`config.mk`:
```
export PLATFORM = sky130hd
export DESIGN_NAME = matrix_led_scanner_flat
export DESIGN_NICKNAME = d
export VERILOG_FILES = /design/src/rtl/matrix_led_pkg.sv /design/src/rtl/matrix_led_scanner_if.sv /design/src/rtl/matrix_frame_buffer.sv /design/src/rtl/matrix_led_scanner.sv /design/src/flat_wrapper.sv
export SDC_FILE = /design/constraint.sdc
export NUM_CORES = 1
export LEC_CHECK = 0
export CORE_MARGIN = 1.5
export CORE_UTILIZATION = 40
export DETAILED_ROUTE_END_ITERATION = 12
export SYNTH_ARGS = -nofsm -noshare
export SYNTH_HDL_FRONTEND = slang
export SYNTH_SLANG_ARGS = --single-unit
```
`constraint.sdc`:
```
create_clock -name clk -period 4 [get_ports clk]
set_clock_uncertainty 0.15 [all_clocks]
set_input_delay 0.4 -clock clk [delete_from_list [all_inputs] [get_ports clk]]
set_output_delay 0.4 -clock clk [all_outputs]
set_load 0.03 [all_outputs]
```
`src/rtl/matrix_led_pkg.sv`:
```
// Shared types and helpers for the LED matrix scanner.
// Holds the scan-state encoding and the output-polarity helper.
package matrix_led_pkg;

  localparam logic [0:0] ST_BLANK = 1'b0;
  localparam logic [0:0] ST_ON    = 1'b1;

  typedef enum logic [0:0] {
    BLANK = ST_BLANK,
    ON    = ST_ON
  } scan_state_t;

  // Physical pin level for a logical "active" flag under the given polarity.
  function automatic logic drive_level(input logic active, input logic active_high);
    return active ^ ~active_high;
  endfunction

endpackage

```
`src/rtl/matrix_led_scanner_if.sv`:
```
// Write/swap bus between a frame producer (master) and the scanner (slave).
interface matrix_led_scanner_if #(
  parameter int ROWS = 8,
  parameter int COLS = 8
);
  localparam int COL_W = (COLS > 1) ? $clog2(COLS) : 1;

  logic             wr_valid;
  logic             wr_ready;
  logic [COL_W-1:0] wr_col;
  logic [ROWS-1:0]  wr_data;
  logic             swap_req;
  logic             swap_ack;

  modport master (
    output wr_valid, wr_col, wr_data, swap_req,
    input  wr_ready, swap_ack
  );

  modport slave (
    input  wr_valid, wr_col, wr_data, swap_req,
    output wr_ready, swap_ack
  );
endinterface

```
`src/rtl/matrix_frame_buffer.sv`:
```
// Double-buffered pixel store: writes go to the back buffer, the scanner reads
// one row of the front buffer, and a pending swap commits on the frame wrap.
module matrix_frame_buffer
  import matrix_led_pkg::*;
#(
  parameter int ROWS = 8,
  parameter int COLS = 8,
  localparam int RW = (ROWS > 1) ? $clog2(ROWS) : 1
) (
  input  logic                 clk,
  input  logic                 rst_n,
  matrix_led_scanner_if.slave  bus,
  input  logic                 wrap_i,
  input  logic [RW-1:0]        rd_row_i,
  output logic [COLS-1:0]      rd_cols_o
);

  logic [ROWS-1:0] mem_q [2][COLS];
  logic            front_q, front_d;
  logic            pending_q, pending_d;
  logic            swap_ack_q;
  logic            wr_en;
  logic            commit;

  // A request that lands on the wrap edge itself only arms the flag.
  always_comb begin
    wr_en     = bus.wr_valid && bus.wr_ready && (int'(bus.wr_col) < COLS);
    commit    = wrap_i && pending_q;
    front_d   = front_q ^ commit;
    pending_d = commit ? 1'b0 : (pending_q || bus.swap_req);
  end

  assign bus.wr_ready = ~pending_q;
  assign bus.swap_ack = swap_ack_q;

  always_ff @(posedge clk or negedge rst_n) begin
    if (!rst_n) begin
      for (int b = 0; b < 2; b++) begin
        for (int c = 0; c < COLS; c++) begin
          mem_q[b][c] <= '0;
        end
      end
      front_q    <= 1'b0;
      pending_q  <= 1'b0;
      swap_ack_q <= 1'b0;
    end else begin
      if (wr_en) begin
        mem_q[~front_q][bus.wr_col] <= bus.wr_data;
      end
      front_q    <= front_d;
      pending_q  <= pending_d;
      swap_ack_q <= commit;
    end
  end

  always_comb begin
    rd_cols_o = '0;
    for (int c = 0; c < COLS; c++) begin
      rd_cols_o[c] = mem_q[front_q][c][rd_row_i];
    end
  end

endmodule

```
`src/rtl/matrix_led_scanner.sv`:
```
// Row-multiplexed LED matrix driver: per-row BLANK/ON slots with global PWM
// brightness, registered pin outputs and a double-buffered frame store.
module matrix_led_scanner
  import matrix_led_pkg::*;
#(
  parameter int ROWS                = 8,
  parameter int COLS                = 8,
  parameter int SCAN_DIV            = 27000,
  parameter int BLANK_CYCLES        = 16,
  parameter int PWM_BITS            = 3,
  parameter bit ANODE_ACTIVE_HIGH   = 1'b1,
  parameter bit CATHODE_ACTIVE_HIGH = 1'b0
) (
  input  logic                clk,
  input  logic                rst_n,
  matrix_led_scanner_if.slave bus,
  input  logic [PWM_BITS-1:0] brightness,
  output logic [ROWS-1:0]     row_out,
  output logic [COLS-1:0]     col_out,
  output logic                frame_start
);

  localparam int ON_LEN = SCAN_DIV - BLANK_CYCLES;
  localparam int NSUB   = 2 ** PWM_BITS;
  localparam int SUB    = ON_LEN / NSUB;
  localparam int CNT_W  = (SCAN_DIV > 1) ? $clog2(SCAN_DIV) : 1;
  localparam int RW     = (ROWS > 1) ? $clog2(ROWS) : 1;

  localparam logic [CNT_W-1:0]    BLANK_LAST = CNT_W'(BLANK_CYCLES - 1);
  localparam logic [CNT_W-1:0]    ON_LAST    = CNT_W'(ON_LEN - 1);
  localparam logic [CNT_W-1:0]    SUB_LAST   = CNT_W'(SUB - 1);
  localparam logic [RW-1:0]       ROW_LAST   = RW'(ROWS - 1);
  localparam logic [PWM_BITS-1:0] SUB_MAX    = '1;
  localparam logic [ROWS-1:0]     ROW_IDLE   = {ROWS{~CATHODE_ACTIVE_HIGH}};
  localparam logic [COLS-1:0]     COL_IDLE   = {COLS{~ANODE_ACTIVE_HIGH}};

  if ((SCAN_DIV - BLANK_CYCLES) < (2 ** PWM_BITS) || BLANK_CYCLES < 1) begin : g_bad_params
    $fatal(1, "matrix_led_scanner: ON phase shorter than PWM subslot count or no blanking");
  end

  scan_state_t           state_q, state_d;
  logic [CNT_W-1:0]      cnt_q, cnt_d;
  logic [CNT_W-1:0]      sub_cnt_q, sub_cnt_d;
  logic [PWM_BITS-1:0]   sub_q, sub_d;
  logic [RW-1:0]         row_q, row_d;
  logic [PWM_BITS-1:0]   bright_q, bright_d;
  logic [ROWS-1:0]       row_out_q, row_out_d;
  logic [COLS-1:0]       col_out_q, col_out_d;
  logic                  frame_q;
  logic                  wrap;
  logic                  lit;
  logic [COLS-1:0]       front_cols;

  matrix_frame_buffer #(
    .ROWS (ROWS),
    .COLS (COLS)
  ) u_frame_buffer (
    .clk       (clk),
    .rst_n     (rst_n),
    .bus       (bus),
    .wrap_i    (wrap),
    .rd_row_i  (row_q),
    .rd_cols_o (front_cols)
  );

  // The last subslot keeps counting through the division remainder.
  always_comb begin
    state_d   = state_q;
    cnt_d     = cnt_q;
    sub_cnt_d = sub_cnt_q;
    sub_d     = sub_q;
    row_d     = row_q;
    bright_d  = bright_q;
    wrap      = 1'b0;
    if (state_q == BLANK && cnt_q == '0) begin
      bright_d = brightness;
    end
    case (state_q)
      BLANK: begin
        if (cnt_q == BLANK_LAST) begin
          state_d   = ON;
          cnt_d     = '0;
          sub_cnt_d = '0;
          sub_d     = '0;
        end else begin
          cnt_d = cnt_q + 1'b1;
        end
      end
      ON: begin
        if (cnt_q == ON_LAST) begin
          state_d = BLANK;
          cnt_d   = '0;
          if (row_q == ROW_LAST) begin
            row_d = '0;
            wrap  = 1'b1;
          end else begin
            row_d = row_q + 1'b1;
          end
        end else begin
          cnt_d = cnt_q + 1'b1;
          if (sub_cnt_q == SUB_LAST && sub_q != SUB_MAX) begin
            sub_d     = sub_q + 1'b1;
            sub_cnt_d = '0;
          end else begin
            sub_cnt_d = sub_cnt_q + 1'b1;
          end
        end
      end
      default: state_d = BLANK;
    endcase
  end

  always_comb begin
    lit       = (state_q == ON) && (sub_q < bright_q);
    row_out_d = ROW_IDLE;
    col_out_d = COL_IDLE;
    for (int r = 0; r < ROWS; r++) begin
      row_out_d[r] = drive_level(lit && (row_q == RW'(r)), CATHODE_ACTIVE_HIGH);
    end
    for (int c = 0; c < COLS; c++) begin
      col_out_d[c] = drive_level(lit && front_cols[c], ANODE_ACTIVE_HIGH);
    end
  end

  always_ff @(posedge clk or negedge rst_n) begin
    if (!rst_n) begin
      state_q   <= BLANK;
      cnt_q     <= '0;
      sub_cnt_q <= '0;
      sub_q     <= '0;
      row_q     <= '0;
      bright_q  <= '0;
      row_out_q <= ROW_IDLE;
      col_out_q <= COL_IDLE;
      frame_q   <= 1'b0;
    end else begin
      state_q   <= state_d;
      cnt_q     <= cnt_d;
      sub_cnt_q <= sub_cnt_d;
      sub_q     <= sub_d;
      row_q     <= row_d;
      bright_q  <= bright_d;
      row_out_q <= row_out_d;
      col_out_q <= col_out_d;
      frame_q   <= wrap;
    end
  end

  assign row_out     = row_out_q;
  assign col_out     = col_out_q;
  assign frame_start = frame_q;

endmodule

```
`src/flat_wrapper.sv`:
```
// flat-port wrapper written by rule: the top's interface ports become plain ports
module matrix_led_scanner_flat import matrix_led_pkg::*;
#(
  parameter int ROWS                = 8,
  parameter int COLS                = 8,
  parameter int SCAN_DIV            = 27000,
  parameter int BLANK_CYCLES        = 16,
  parameter int PWM_BITS            = 3,
  parameter bit ANODE_ACTIVE_HIGH   = 1'b1,
  parameter bit CATHODE_ACTIVE_HIGH = 1'b0
)
  (clk, rst_n, brightness, row_out, col_out, frame_start, bus_wr_valid, bus_wr_col, bus_wr_data, bus_swap_req, bus_wr_ready, bus_swap_ack);
  matrix_led_scanner_if #(.ROWS(ROWS), .COLS(COLS)) bus_i ();
  input  logic clk;
  input  logic rst_n;
  input  logic [PWM_BITS-1:0] brightness;
  output logic [ROWS-1:0] row_out;
  output logic [COLS-1:0] col_out;
  output logic frame_start;
  input wire logic [$bits(bus_i.wr_valid)-1:0] bus_wr_valid;
  input wire logic [$bits(bus_i.wr_col)-1:0] bus_wr_col;
  input wire logic [$bits(bus_i.wr_data)-1:0] bus_wr_data;
  input wire logic [$bits(bus_i.swap_req)-1:0] bus_swap_req;
  output wire logic [$bits(bus_i.wr_ready)-1:0] bus_wr_ready;
  output wire logic [$bits(bus_i.swap_ack)-1:0] bus_swap_ack;
  assign bus_i.wr_valid = bus_wr_valid;
  assign bus_i.wr_col = bus_wr_col;
  assign bus_i.wr_data = bus_wr_data;
  assign bus_i.swap_req = bus_swap_req;
  assign bus_wr_ready = bus_i.wr_ready;
  assign bus_swap_ack = bus_i.swap_ack;
  matrix_led_scanner #(.ROWS(ROWS), .COLS(COLS), .SCAN_DIV(SCAN_DIV), .BLANK_CYCLES(BLANK_CYCLES), .PWM_BITS(PWM_BITS), .ANODE_ACTIVE_HIGH(ANODE_ACTIVE_HIGH), .CATHODE_ACTIVE_HIGH(CATHODE_ACTIVE_HIGH)) u_core (.clk(clk), .rst_n(rst_n), .bus(bus_i), .brightness(brightness), .row_out(row_out), .col_out(col_out), .frame_start(frame_start));
endmodule
```
==> impl_results.md <==
- Minimum clock period: 2.75 ns
- Cts hold-fix bufs: 1
- Max frequency: 364 MHz
- Most common cell on crit path: ha_1
- First DRT Iteration DRCs: 209
- Yosys cell types: 48
- Wire per inst: 19.2 um
- Max Cap Viol: 0
- WHS: 0.334 ns
- Total Power: 3650 uW
- Yosys top cell by area: dfrtp_1
- Total congestion overflow: 0
- Length of routed met3 wiring: 413 um
- CTS resizes: 0
- Final instance area: 0.00984 mm2
- Drt total wl: 18200 um
- Syn Area/Cell: 13.9 um2
- Met2 wire length: 9230 um
- Final period util: 0.688
- Slew Viols, Final: 0
- Die height: 150 um
- CTS Sinks: 188
- Tightest Pin Transition: 0.959 ns
- Highest metal used: met4
- Cell count after synthesis: 620
- Chip width: 150 um
- HPWL after DPL: 11500 um
- Starting Density: 0.410
- Data arrival time of the worst path: 2.92 ns
- Crit path cell chain: ha_1 -> ha_1 -> or4b_1 -> nor4_2 -> nand2b_1 -> o21ai_0 -> a22o_1
- Flop2flop setup slack: 1.25 ns
- Hold crit path type: flip-flop to flip-flop
- GPL Wtd Cong: 0.818
- CTS tree: yes
- Root Buffer: clkbuf_16
- Met1 wire length: 8300 um
- Num ports: 37
- Placed cell areas: 0.00927 mm2
- CP Max Fanout: 10
- Seq/Total Area, Yosys: 0.546
- Vias/cell: 5.47
- Pre-Repair DR Iteration Count: 6
- Setup Fix Bufs, Post-CTS: 0
- Peak VDD IR: 230 uV
- Hold Violations, Final: 0
- Final setup viols: 0
- Core Box Area: 0.0211 mm2
- DRC Markers: 0
- Clk slew on worst S/H paths: 0.07 ns
- Area contributors post-synth: dfrtp_1, mux2_2, mux4_2, dfstp_2, ha_1
- Layout Nets: 689
- Most common cell in the synthesized netlist: dfrtp_1
- Antenna Cells: 0
- Most used DFF post-synth: dfrtp_1
- Crit end category: flip-flop
- Worst slew margin: 0.361
- Row count: 53
- First-pass GRT wire length: 30100 um
- Largest net degree at the start of global routing: 104
- Final worst setup slack: 1.25 ns
- Leakage: 0.00453 uW
- Port Buffers: 36
- Share of layout cells above drive strength 1: 0.352
- Max incr delay on CP: 0.49 ns
- Synth top cells by count: dfrtp_1, mux2_2, mux4_2, nand2_1, nor2_1
- Post-synth EDFFs: 0
- PD cells: 371 mW/mm2
- Post-synth net total: 652
- Longest Clk Path Bufs: 2
- Die area: 0.0225 mm2
- Final setup TNS: 0 ns
- Number of global-route vias before repair: 5567
- Area Growth Syn to Fin: 13.8%
- Post-DRT Antenna Nets: 0
- Initial antenna violation count: 1
- H-tree depth: 4
- Synth warn: 0
- RSZ-0062 raised after global routing: false
- Post-synth ARST share: 1.00
- Crit Path Class: flip-flop to flip-flop
- Critical Path Start Type: flip-flop
- GRT Total Usage: 0.177
- Status: finished, final reports clean
- Pre-CTS setup slack: 1.21 ns
- Routed vias: 5168
- Flops & latches, synth: 188
- Slowest-stage cell, CP: or4b_1
- Worst endpoint required time: 4.17 ns
- Clock latency on the worst-skew pair: 0.43 ns
- CTS buffer count: 17
- Netlist Area Pre-Place: 0.00864 mm2
- Synth top area share: 0.521
-- final timing paths --
check	from	end	cells after the start
min in group asynchronous	rst_n	u_core.sub_cnt_q[7]$_DFFE_PN0P_	2
max in group asynchronous	rst_n	u_core.u_frame_buffer.mem_q[120]$_DFFE_PN0P_	3
setup / recovery	u_core.sub_q[0]$_DFFE_PN0P_	u_core.sub_cnt_q[12]$_DFFE_PN0P_	7
setup reg to reg	u_core.sub_q[0]$_DFFE_PN0P_	u_core.sub_cnt_q[12]$_DFFE_PN0P_	7
hold / removal	u_core.cnt_q[0]$_DFF_PN0_	u_core.cnt_q[0]$_DFF_PN0_	1
hold reg to reg	u_core.cnt_q[0]$_DFF_PN0_	u_core.cnt_q[0]$_DFF_PN0_	1
-- worst max-delay path: cells and delay by family, from the launching register on --
kind	cells	cell delay, ns
compound gates	2	0.43
fa+ha+maj	2	0.42
flops	1	0.40
simple gates	3	1.24
-- report_power, final --
group | internal [uW] | switching (uW)
sequential | 1930 | 11.7
clock | 824 | 773
combinational | 39.1 | 79.0
total | 2790 | 864
-- layout make-up --
cell class | count | area (um2)
timing repair buffer | 43 | 427
clock inverter | 14 | 110
multi-input combinational | 389 | 3730
inverter | 18 | 67.6
clock buffer | 18 | 439
sequential | 188 | 4720
tap | 275 | 344
fill | 1885 | 11200
-- registers in the layout, indices dropped and copies added, names as in the netlist --
signal,count
u_core.u_frame_buffer.mem_q,128
u_core.cnt_q,15
u_core.sub_cnt_q,15
u_core.col_out,8
u_core.row_out,8
u_core.bright_q,3
u_core.row_q,3
u_core.sub_q,3
u_core.frame_start,1
u_core.state_q,1
u_core.u_frame_buffer.bus.swap_ack,1
u_core.u_frame_buffer.front_q,1
u_core.u_frame_buffer.pending_q,1
-- cells in the final DEF (no fill, tap or decap), drive strengths merged, types with 6 or more instances in the layout --
| cell | netlist | final |
|---|---|---|
| inv | 18 | 23 |
| nor2 | 36 | 36 |
| o21ai | 21 | 21 |
| a22o | 10 | 10 |
| xor2 | 9 | 9 |
| mux4 | 40 | 40 |
| dfrtp | 180 | 180 |
| clkdlybuf4s50 | 0 | 35 |
| clkbuf | 16 | 19 |
| buf | 9 | 6 |
| nand2 | 38 | 38 |
| mux2 | 129 | 129 |
| dfstp | 8 | 8 |
| nand4 | 6 | 6 |
| and2 | 9 | 9 |
| nand3 | 14 | 14 |
| clkinv | 0 | 7 |
| nor3 | 12 | 12 |
| ha | 14 | 14 |
| nor4 | 6 | 6 |
| nor2b | 6 | 6 |
-- logic make-up (layout without fill, tap and decap cells) --
family	count (synthesis)	count (layout)	share of synthesized area
mux	169	169	0.272
fa+ha+maj	14	14	0.0203
simple gates	148	148	0.0906
flops	188	188	0.546
buf+inv	43	93	0.0223
compound gates	44	44	0.0347
xor+xnor	14	14	0.0142
-- metrics by stage --
stage | utilization | instances
final | 0.467 | 945
after global routing | 0.467 | 945
after CTS | 0.466 | 944
after detailed placement | 0.440 | 911
after global placement | 0.440 | 911
after floorplan | - | 620
-- metal layers --
| metal | global-route usage | up-vias |
|---|---|---|
| met5 | 0 | - |
| met4 | 0.0520 | 0 |
| met3 | 0.0329 | 17 |
| met2 | 0.300 | 66 |
| met1 | 0.230 | 2754 |
| li1 | - | 2331 |
Power figures use the tool's default switching activity.
